[config.mk]
export PLATFORM = sky130hd
export DESIGN_NAME = stopwatch_blink_ctrl
export DESIGN_NICKNAME = d
export VERILOG_FILES = /design/src/rtl/stopwatch_pkg.sv /design/src/rtl/blink_tick_gen.sv /design/src/rtl/stopwatch_blink_ctrl.sv
export SDC_FILE = /design/constraint.sdc
export NUM_CORES = 1
export LEC_CHECK = 0
export BUFFER_PORTS_ARGS = -buffer_cell sky130_fd_sc_hd__buf_2
export CAP_MARGIN = 20
export CORE_ASPECT_RATIO = 0.5
export CORE_MARGIN = 2
export CORE_UTILIZATION = 41
export CTS_CLUSTER_SIZE = 40
export DETAILED_ROUTE_END_ITERATION = 10
export PLACE_DENSITY = 0.65
export SYNTH_ARGS = -nofsm -noshare
export SYNTH_HDL_FRONTEND = slang
export SYNTH_SLANG_ARGS = --single-unit
[constraint.sdc]
create_clock -name clock -period 4.9 [get_ports clock]
set_input_delay 0.98 -clock clock [delete_from_list [all_inputs] [get_ports clock]]
set_output_delay 0.98 -clock clock [all_outputs]
set_load 0.02 [all_outputs]
[src/rtl/stopwatch_pkg.sv]
// Shared definitions for the stopwatch display front end: display mode
// encodings and the default blink half-period for a 100 MHz clock.
package stopwatch_pkg;

    typedef enum logic [1:0] {
        MODE_SOLID       = 2'd0,
        MODE_ZERO_FLASH  = 2'd1,
        MODE_FORCE_FLASH = 2'd2,
        MODE_BLANK       = 2'd3
    } mode_e;

    localparam int unsigned DEFAULT_HALF_PERIOD = 25_000_000;

endpackage

[src/rtl/blink_tick_gen.sv]
// Blink half-period divider. Produces the on/off phase plus a pulse on the
// cycle whose edge turns the phase back on (one full blink completed).
module blink_tick_gen
    import stopwatch_pkg::*;
#(
    parameter int unsigned HALF_PERIOD = DEFAULT_HALF_PERIOD
) (
    input  logic clock_i,
    input  logic reset_i,
    input  logic enable_i,
    input  logic restart_i,
    output logic phase_o,
    output logic eff_phase_o,
    output logic rise_o
);
    localparam int unsigned   DW       = $clog2(HALF_PERIOD);
    localparam logic [DW-1:0] DIV_LAST = DW'(HALF_PERIOD - 1);

    logic [DW-1:0] div_q, div_d, div_cur;
    logic          phase_q, phase_d, phase_cur;

    // A restart behaves as if the divider were already cleared this cycle,
    // so the first off-toggle still lands HALF_PERIOD cycles later.
    always_comb begin
        div_cur   = restart_i ? '0 : div_q;
        phase_cur = restart_i ? 1'b1 : phase_q;
        div_d     = '0;
        phase_d   = 1'b1;
        rise_o    = 1'b0;
        if (enable_i) begin
            if (div_cur == DIV_LAST) begin
                div_d   = '0;
                phase_d = ~phase_cur;
                rise_o  = ~phase_cur;
            end else begin
                div_d   = div_cur + DW'(1);
                phase_d = phase_cur;
            end
        end
    end

    always_ff @(posedge clock_i or posedge reset_i) begin
        if (reset_i) begin
            div_q   <= '0;
            phase_q <= 1'b1;
        end else begin
            div_q   <= div_d;
            phase_q <= phase_d;
        end
    end

    assign phase_o     = phase_q;
    assign eff_phase_o = phase_cur;

endmodule

[src/rtl/stopwatch_blink_ctrl.sv]
// Per-digit display enable generator: zero-flash, forced flash, solid and
// blank modes, an edit-cursor blink mask and an optional finite flash burst.
module stopwatch_blink_ctrl
    import stopwatch_pkg::*;
#(
    parameter int unsigned HALF_PERIOD  = DEFAULT_HALF_PERIOD,
    parameter int unsigned N_DIGITS     = 4,
    parameter int unsigned BURST_CYCLES = 0
) (
    input  logic                  clock,
    input  logic                  reset,
    input  logic                  count_up_enable,
    input  logic                  count_down_enable,
    input  logic [4*N_DIGITS-1:0] digits,
    input  logic [1:0]            mode,
    input  logic [N_DIGITS-1:0]   edit_mask,
    output logic [N_DIGITS-1:0]   digit_en,
    output logic                  blink_phase,
    output logic                  burst_done
);
    localparam int unsigned   BW         = $clog2(BURST_CYCLES + 2);
    localparam logic [BW-1:0] BURST_LAST = BW'(BURST_CYCLES);

    mode_e               mode_cur;
    logic                at_zero, running, is_blank, flash_req, edit_on;
    logic                phase_active, restart, eff_phase, rise;
    logic                flash_req_q, burst_latched_q, burst_latched_d;
    logic                burst_done_q, burst_done_d;
    logic [1:0]          mode_q;
    logic [N_DIGITS-1:0] edit_mask_q, digit_en_q, digit_en_d;
    logic [BW-1:0]       burst_cnt_q, burst_cnt_d;

    assign mode_cur = mode_e'(mode);
    assign at_zero  = (digits == '0);
    assign running  = count_up_enable | count_down_enable;
    assign is_blank = (mode_cur == MODE_BLANK);

    always_comb begin
        flash_req = 1'b0;
        case (mode_cur)
            MODE_ZERO_FLASH:  flash_req = at_zero & ~running;
            MODE_FORCE_FLASH: flash_req = 1'b1;
            default:          flash_req = 1'b0;
        endcase
    end

    assign edit_on      = (edit_mask != '0) && !is_blank;
    assign phase_active = (flash_req && !burst_latched_q) || edit_on;
    assign restart      = (flash_req && !flash_req_q) || (edit_mask != edit_mask_q);

    blink_tick_gen #(.HALF_PERIOD(HALF_PERIOD)) u_tick (
        .clock_i     (clock),
        .reset_i     (reset),
        .enable_i    (phase_active),
        .restart_i   (restart),
        .phase_o     (blink_phase),
        .eff_phase_o (eff_phase),
        .rise_o      (rise)
    );

    // Burst counts completed blinks; once latched, flash digits stay solid on.
    always_comb begin
        burst_cnt_d     = burst_cnt_q;
        burst_latched_d = burst_latched_q;
        burst_done_d    = 1'b0;
        if (!flash_req || (mode != mode_q)) begin
            burst_cnt_d     = '0;
            burst_latched_d = 1'b0;
        end else if ((BURST_CYCLES != 0) && rise && !burst_latched_q) begin
            if (burst_cnt_q + BW'(1) == BURST_LAST) begin
                burst_cnt_d     = BURST_LAST;
                burst_latched_d = 1'b1;
                burst_done_d    = 1'b1;
            end else begin
                burst_cnt_d = burst_cnt_q + BW'(1);
            end
        end
    end

    always_comb begin
        digit_en_d = '1;
        for (int i = 0; i < int'(N_DIGITS); i++) begin
            if (is_blank)                             digit_en_d[i] = 1'b0;
            else if (edit_mask[i])                    digit_en_d[i] = eff_phase;
            else if (flash_req && !burst_latched_q)   digit_en_d[i] = eff_phase;
            else                                      digit_en_d[i] = 1'b1;
        end
    end

    always_ff @(posedge clock or posedge reset) begin
        if (reset) begin
            flash_req_q     <= 1'b0;
            edit_mask_q     <= '0;
            mode_q          <= MODE_SOLID;
            burst_cnt_q     <= '0;
            burst_latched_q <= 1'b0;
            burst_done_q    <= 1'b0;
            digit_en_q      <= '1;
        end else begin
            flash_req_q     <= flash_req;
            edit_mask_q     <= edit_mask;
            mode_q          <= mode;
            burst_cnt_q     <= burst_cnt_d;
            burst_latched_q <= burst_latched_d;
            burst_done_q    <= burst_done_d;
            digit_en_q      <= digit_en_d;
        end
    end

    assign digit_en   = digit_en_q;
    assign burst_done = burst_done_q;

endmodule

After elaboration in Yosys (flattened, before gate mapping)
Index checks and enable logic that the tools add are counted.
W data, S select, Z words.
{ "word_totals": {"input_bits": 26, "regBits": 35, "out_inout_bits": 6, "wordCells": 39} }
{ "classes": {"eq_ne": 5, "n_addsub": 1, "reduce_logical": 8, "n_bitwise": 4, "muxes": 16} }
{ "ops": {"columns": ["op", "count"], "rows": [
  ["$mux W25", 3],
  ["$add A25 B1 Y25 const B", 1],
  ["$eq A25 B25 Y1 const B", 1],
  ["$logic_not A16 Y1", 1],
  ["$mux W1", 12],
  ["$eq A2 B2 Y1 const B", 2],
  ["$ne A4 B4 Y1", 1],
  ["$reduce_bool A4 Y1", 1],
  ["$eq A2 B1 Y1 const B", 1],
  ["$logic_and A1 B1 Y1", 2],
  ["$logic_not A1 Y1", 2],
  ["$logic_or A1 B1 Y1", 2],
  ["$not A1 Y1", 2],
  ["$pmux W1 S2", 1],
  ["$and A1 B1 Y1", 1],
  ["$or A1 B1 Y1", 1]
]} }

Logic depth before layout (Yosys ltp)
Gate-level depths: netlist of run 1.
{ "depth": {"word_depth": 10, "mapped_depth": 14, "depth_no_buf": 12} }

By module
From an unflattened synthesis of run 1, not the netlist that was laid out.
{ "unflattened": {"hier_cells": 232, "area_unflattened_um2": 2163.3} }
{ "by_module_without_submodules": {"columns": ["module", "instances", "cells_per_inst", "area_each_um2", "seq_area_each_um2"], "rows": [
  ["blink_tick_gen", 1, 182, 1627.8, 651.9],
  ["stopwatch_blink_ctrl", 1, 50, 535.5, 230.2]
]} }

Worst setup path after synthesis of run 1
OpenSTA, ideal clock, no wires.
{ "synth_path": {"path_type": "in2reg", "from": "input mode[1]", "to": "register u_tick.div_q[14]", "path_buffers": 2, "path_stages": 14, "arrival_time_ns": 3.390, "t_required_ns": 4.830, "setup_slack_ns": 1.440, "setup_ns": 0.070, "path_cell_list": "inv_1 ha_1 nor3b_1 nand4_1 or4_1 buf_6 and3_1 ha_1 and4_1 nand2_1 or3_1 nand4_4 buf_12 nor2_2"} }
{ "synth_between": {"elab_chain_len": 8, "word_cells_on_any_way": 14, "cone_classes": "add/sub: 1; eq/ne: 4; mux: 4; reduce/logical: 5"} }
{ "synth_rtl": {"columns": ["element", "line", "text"], "rows": [
  ["start: declaration", "stopwatch_blink_ctrl.sv:15", "input logic [1:0] mode,"],
  ["$eq A2 B2 Y1 or $eq A2 B1 Y1 (tied branches)", "stopwatch_blink_ctrl.sv:40", "case (mode_cur)"],
  ["$pmux W1 S2", "stopwatch_blink_ctrl.sv:40", null],
  ["$logic_and A1 B1 Y1", "stopwatch_blink_ctrl.sv:49", "assign restart = (flash_req && !flash_req_q) || (edit_mask != edit_mask_q);"],
  ["$logic_or A1 B1 Y1", "stopwatch_blink_ctrl.sv:49", null],
  ["$mux W25", "blink_tick_gen.sv:25", "div_cur = restart_i ? '0 : div_q;"],
  ["$add A25 B1 Y25 or $eq A25 B25 Y1 (tied branches)", "blink_tick_gen.sv:36, blink_tick_gen.sv:31", null],
  ["$mux W25", "blink_tick_gen.sv:31", "if (div_cur == DIV_LAST) begin"],
  ["$mux W25 (*)", "blink_tick_gen.sv:30", "if (enable_i) begin"],
  ["via u_tick.div_d[14]", "blink_tick_gen.sv:19", "logic [DW-1:0] div_q, div_d, div_cur;"],
  ["end signal: assignment", "blink_tick_gen.sv:47", "div_q <= div_d;"],
  ["end: declaration", "blink_tick_gen.sv:19", null]
]} }
The timed path passes the listed nets; every way through them passes the cells marked *.

Worst setup path in the final report of run 1
{ "layout_path": {"from": "input mode[1]", "to": "register u_tick.div_q[6]"} }
The elaborated chain is that of the path after synthesis.

==> summary.txt, run 1 <==
CTS
  – Resized Gates After CTS: 0
  – CTS H-tree depth: 2
  – Worst-skew pair later-pin latency: approximately 280 ps
  – Hold buffer count at cts: 0
  – CTS Root Cell: clkbuf_8
  – CTS tree: yes
  – Cts bufs inserted: 5
  – Worst-path clk slew: approximately 70 ps
  – Postcts setup bufs: 0
  – Max Root-Sink Buffers: 2
  – Clock Sinks: 35

Finish
  – Antenna Cells: 0
  – Fin util: 0.491
  – Layout cells sized above 1: 0.277
  – Final nets: between 200 and 300
  – Synthesis-to-finish area growth: 13.7%
  – Most frequent cells in the layout: dfrtp_1, buf_2, nor2_1

Yosys
  – Mux contribution to synthesized area: 0.00521
  – Syn Area/Cell: approximately 10 µm²
  – Cell variety after synth: 42
  – Post-synthesis sequential area ratio: 0.459
  – Flops & latches, synth: 35
  – Async set or reset register ratio after synthesis: 1.00
  – Synth Instances: 190
  – Simple-gate portion of the synthesized area: 0.306
  – Largest family of logic cells by synthesized area: simple AND/OR/NAND/NOR gates
  – Syn. warnings: 0
  – Synth Area in XOR/XNOR: 0.123
  – Mapped Area: 1920 µm²
  – Ys flop type: dfrtp_1
  – Post-synth EDFFs: 0
  – Synth Area in Compound Gates: 0.0443
  – Synthesized Nets: between 200 and 250
  – Synth Area in Adders: 0.0260

Floorplan
  – Die Height: approximately 52 µm
  – Initial cell density of the core: 0.432
  – Ports: 32
  – Core box area: approximately 4400 µm²
  – Die area: approximately 5300 µm²
  – Row count: 17
  – Die Wd: a little over 100 µm

STA
  – Hold Slack: between 500 and 600 ps
  – Final Skew: 7.64 ps
  – Worst rel slew slack: 0.491
  – Tcrit/Tclk final: 0.749
  – Setup Total Neg Slack: 0 ps
  – Max Freq: between 200 and 300 MHz
  – Final Setup Violations: 0
  – Unrepaired setup endpoints after global routing: false
  – Slew Viols, Final: 0
  – Final worst path period need: approximately 3700 ps
  – Final hold vios: 0
  – Worst-Margin Slew: approximately 760 ps

Worst setup path
  – R2r setup slk: between 1500 and 2000 ps
  – Crit path max-delay family: simple AND/OR/NAND/NOR gates
  – R2R cell count: 10
  – CP Capture Type: register
  – WP data arrival: between 3000 and 4000 ps
  – CP Cell Sequence: buf_2 -> inv_1 -> ha_1 -> nor3b_1 -> nand4_1 -> or4_1 -> and3_1 -> ha_1 -> and4_1 -> nand2_1 -> or3_1 -> nand4_4 -> nor2_1
  – Required time of the critical path: roughly 5100 ps
  – CP Launch Type: primary input
  – WS Path Type: in2reg
  – Crit path max fanout: 14
  – Crit path top cell by count: ha_1
  – Startpoint of the worst register-to-register path: edit_mask_q[3]$_DFF_PP0_
  – Crit-path max cell delay: approximately 660 ps
  – Buf/Inv on CP: 2
  – CP max-delay cell: or4_1
  – Critical R2R Capture: u_tick.div_q[22]$_DFF_PP0_

Pwr
  – Leakage: 0.895 nW
  – Pwr Density: ~250 nW/µm²
  – Peak VDD IR: ~0.00011 V

GRT
  – Total track usage: 0.156
  – Met2 Use GR: 0.246
  – Total grt overflow: 0
  – Met3 Resource Use GR: 0.0573
  – Met1 Use GR: 0.202
  – Maximum number of pins on one net before global-route repair: 36
  – Initial antenna violation count: 0
  – First-pass GRT wire length: between 6 and 7 mm
  – GR peak layer: met2
  – Vias in the first global route: roughly 1400

Route
  – DRC viols: 0
  – Routed wire length: 3.66 mm
  – Post-DRT Antenna Nets: 0
  – Initial DRC Count: 64
  – DR vias/cell: around 5.1
  – First-pass detailed-route iteration total: 4
  – Routed wire per std cell: around 13 µm
  – Via Count: 1447

Place
  – Hpwl dp: 2.67 mm
  – IO buf count: 30
  – Gpl congestion: about 0.78

Hold path
  – Hold Path Stages: 2
  – Worst Min Path Start: u_tick.div_q[24]$_DFF_PP0_
  – End of the worst hold path: u_tick.div_q[24]$_DFF_PP0_
  – HP Class: reg2reg

Job
  – Max-cap violations: 0

Run status
  – Status: finished, final reports clean
-- layout make-up --
cell class,count,area (µm²)
fillers,429,2260
multi-input cells,145,973
flip-flops and latches,35,882
repair buffers,31,158
clock buffers,7,76.3
well taps,57,71.3
inverters,5,18.8
clock inverters,1,5.00
-- cells by family after synthesis --
family	after synthesis
muxes	1
other	1
buffers and inverters	10
DFF	35
xor gates and xnor gates	27
adders and majority gates	4
AOI/OAI and AO/OA	10
and+or+nand+nor	102
-- worst max path at each step --
stage,start,endpoint,slack [ps],cells after the start
floorplan,mode[1],u_tick.div_q[14]$_DFF_PP0_,1440,14
global placement,mode[0],u_tick.div_q[22]$_DFF_PP0_,1040,12
detailed placement,mode[1],u_tick.div_q[11]$_DFF_PP0_,940,13
CTS,mode[1],u_tick.div_q[6]$_DFF_PP0_,1220,13
global route,mode[0],u_tick.div_q[22]$_DFF_PP0_,1000,12
finish,mode[1],u_tick.div_q[6]$_DFF_PP0_,1230,13
-- routing by layer --
layer,share of wire,wire [µm],up-vias
met5,0,0,-
met4,0.011,40,0
met3,0.049,181,4
met2,0.42,1550,35
met1,0.52,1890,677
li1,-,-,731
-- cells in the mapped netlist (2+ instances only) --
cell / count / area [µm²]
nand4_1: 9 / 56.3
and2_1: 2 / 12.5
dfrtp_1: 30 / 751
nand2b_1: 2 / 12.5
and4_1: 2 / 17.5
dfstp_2: 5 / 131
nor4_1: 7 / 43.8
inv_1: 5 / 18.8
o31a_1: 4 / 35.0
nor2_1: 22 / 82.6
xnor2_1: 8 / 70.1
o21a_1: 2 / 15.0
nor3_1: 4 / 20.0
nand2_1: 9 / 33.8
nand3_1: 17 / 85.1
xor2_1: 19 / 166
and3_1: 6 / 37.5
ha_1: 4 / 50.1
nor2_2: 10 / 62.6
-- stage by stage --
stage               total power [mW]  instance area [µm²]  instances  worst slack, ps
floorplan                      0.332                 1920        190             1440
global placement               0.351                 2100        273             1040
detailed placement             0.353                 2100        273              945
CTS                            0.553                 2180        281             1220
global route                   0.573                 2180        281             1000
finish                         0.546                 2180        281             1230
-- tightest hold or removal path, stage by stage (launching register included) --
cell and delay, ps:
dfrtp_1 360, xor2_1 70, nor2_1 80
-- sequential cells by signal (all words and copies together), names as in the netlist --
signal / flops
digit_en: 4
u_tick.div_q: 25
edit_mask_q: 4
u_tick.phase_o: 1
flash_req_q: 1
-- where the power goes --
part	switching (mW)	total, mW	leakage (nW)	internal (mW)
Sequential	0.00215	0.297	0.459	0.295
Combinational	0.0300	0.0493	0.394	0.0193
Clock	0.0993	0.199	0.0422	0.0997
No activity file was read; power rests on OpenSTA's default activity.
==> inputs of run 2 (changes only) <==
PLACE_DENSITY = 0.68   (was 0.65)
clock period = 3.3 ns   (was 4.9 ns; I/O delays follow)
==> run 2 against run 1 <==
Compared with the run above: flip-flop and latch count unchanged; setup slack worse by 1000 ps; cell count up 2.5%; total power grew 67%; design area up 4.1%; global-route usage rose by 0.055 points.
==> summary.txt, run 2 (synthesized netlist as in run 1, its figures left out) <==
Pwr
  – Total power: 0.910 mW (+67%)
  – Pwr Density: 400 nW/µm² (+60%)
  – Peak VDD IR: 0.000144 V (+33%)
  – Leakage: 0.949 nW (+5.9%)

STA
  – Slew Viols, Final: 0 (unchanged)
  – Final hold vios: 0 (unchanged)
  – Final Setup Violations: 0 (unchanged)
  – Unrepaired setup endpoints after global routing: false
  – Worst rel slew slack: 0.466 (-0.0248)
  – Final Skew: 8.43 ps (+0.797 ps)
  – Final worst path period need: between 3000 and 4000 ps
  – Fin worst setup slack: 227 ps (-1000 ps)
  – Tcrit/Tclk final: 0.931
  – Max Freq: 325 MHz
  – Worst-Margin Slew: 798 ps (+37.1 ps)

Floorplan
  – Row count: 17 (unchanged)
  – Die area: 5280 µm² (unchanged)
  – Die Wd: 101 µm (unchanged)
  – Ports: 32 (unchanged)
  – Initial cell density of the core: 0.432 (unchanged)
  – Core box area: 4450 µm² (unchanged)
  – Die Height: 52.4 µm (unchanged)

Place
  – Place WS: -57.7 ps (-1000 ps)
  – Gpl congestion: 0.818 (+4.7%)
  – Hpwl dp: 2.72 mm (+2.0%)
  – IO buf count: 30 (unchanged)

Worst setup path
  – CP Launch Type: primary input
  – Critical R2R Capture: u_tick.div_q[24]$_DFF_PP0_
  – Startpoint of the worst register-to-register path: flash_req_q$_DFF_PP0_
  – WS Path Type: in2reg
  – End point of the critical path: u_tick.div_q[24]$_DFF_PP0_
  – R2r setup slk: 780 ps (-1100 ps)
  – Crit path max fanout: 6 (-8)
  – R2R cell count: 11 (+1)
  – Crit path from: mode[1]
  – CP Capture Type: register
  – Required time of the critical path: 3470 ps (-1640 ps)
  – WP data arrival: 3240 ps (-640 ps)

GRT
  – Vias in the first global route: 1430 (+3.2%)
  – Maximum number of pins on one net before global-route repair: 36 (unchanged)
  – Total grt overflow: 0 (unchanged)
  – First-pass GRT wire length: 6.29 mm (+1.3%)
  – Total track usage: 0.157 (+0.000546)
  – Initial antenna violation count: 0 (unchanged)

Hold path
  – HP Class: in2async

Route
  – Via Count: 1491 (+3.0%)
  – Initial DRC Count: 82 (+28%)
  – DR vias/cell: 5.18 (+0.54%)
  – DRC viols: 0 (unchanged)
  – Routed wire per std cell: 13.2 µm (+1.4%)
  – First-pass detailed-route iteration total: 4 (unchanged)
  – Post-DRT Antenna Nets: 0 (unchanged)
  – Routed wire length: 3.80 mm (+3.9%)

CTS
  – Worst-path clk slew: 70 ps (about the same)
  – Postcts setup bufs: 0 (unchanged)
  – Max Root-Sink Buffers: 2 (unchanged)
  – CTS H-tree depth: 2 (unchanged)
  – CTS Root Cell: clkbuf_8
  – Cts bufs inserted: 5 (unchanged)
  – Hold buffer count at cts: 0 (unchanged)
  – Worst-skew pair later-pin latency: 290 ps (about the same)
  – Resized Gates After CTS: 0 (unchanged)
  – CTS tree: yes
  – Clock Sinks: 35 (unchanged)

Finish
  – Synthesis-to-finish area growth: 18.3%
  – Final nets: 260 (+2.8%)
  – Layout cells sized above 1: 0.307 (+0.0306)
  – Antenna Cells: 0 (unchanged)
  – Max FFs per register: 25 (unchanged)
  – Most frequent cells in the layout: dfrtp_1, buf_2, nor2_1
  – Fin util: 0.511 (+0.0200)
  – Reg with most FFs: u_tick.div_q

Job
  – Max-cap violations: 0 (unchanged)

Run status
  – Status: finished, final reports clean
[run 2: cell count changes in the layout (fill, tap and decap cells not counted), sizes merged]
cell	change
clkbuf	-1
buf	+7
bufinv	+1
[run 2: where the power goes]
part           switching, mW  total [mW]  internal [mW]  leakage [nW]
clock                  0.150       0.394          0.244        0.0612
sequential           0.00336       0.442          0.438         0.459
combinational         0.0444      0.0739         0.0294         0.429
[run 2: worst min-delay path by stage]
| stage | startpoint | endpoint | cells past startpoint |
|---|---|---|---|
| after global routing | reset | u_tick.div_q[13]$_DFF_PP0_ | 3 |
| after global placement | u_tick.div_q[20]$_DFF_PP0_ | u_tick.div_q[20]$_DFF_PP0_ | 2 |
| after detailed placement | u_tick.div_q[20]$_DFF_PP0_ | u_tick.div_q[20]$_DFF_PP0_ | 2 |
| after floorplan | u_tick.div_q[24]$_DFF_PP0_ | u_tick.div_q[24]$_DFF_PP0_ | 2 |
| after CTS | reset | u_tick.div_q[22]$_DFF_PP0_ | 3 |
| final | reset | u_tick.div_q[21]$_DFF_PP0_ | 3 |
[run 2: final cells by class]
cell class	instances	area [µm²]
fillers	419	2170
flip-flops and latches	35	882
well taps	57	71.3
repair buffers	38	210
multi-input cells	145	973
inverters	5	18.8
clock buffers	6	82.6
clock inverters	2	35.0
[run 2: stage by stage]
stage	TNS, ps	instance area (µm²)	hold WS [ps]	instances
2_1_floorplan	0	1920	497	190
3_3_place_gp	0	2160	520	280
3_5_place_dp	-506	2160	532	280
4_1_cts	0	2270	468	288
5_1_grt	0	2270	496	288
6_report	0	2270	463	288
[run 2: critical path, cell delays in order]
cell	delay (ps)
buf_2	120
inv_1	50
ha_1	120
nor3b_1	260
nand4_1	120
or4_1	550
and3_1	220
ha_1	200
and4_1	240
nor4b_2	170
buf_4	160
nand4_1	110
xor2_1	200
nor2_1	60
[run 2: routing by layer]
layer  up-vias  GRT usage  wire length [µm]
met2        34      0.273              1770
met5         -          0                 0
met3         7     0.0533               185
li1        738          -                 -
met1       712      0.181              1800
met4         0     0.0594                48
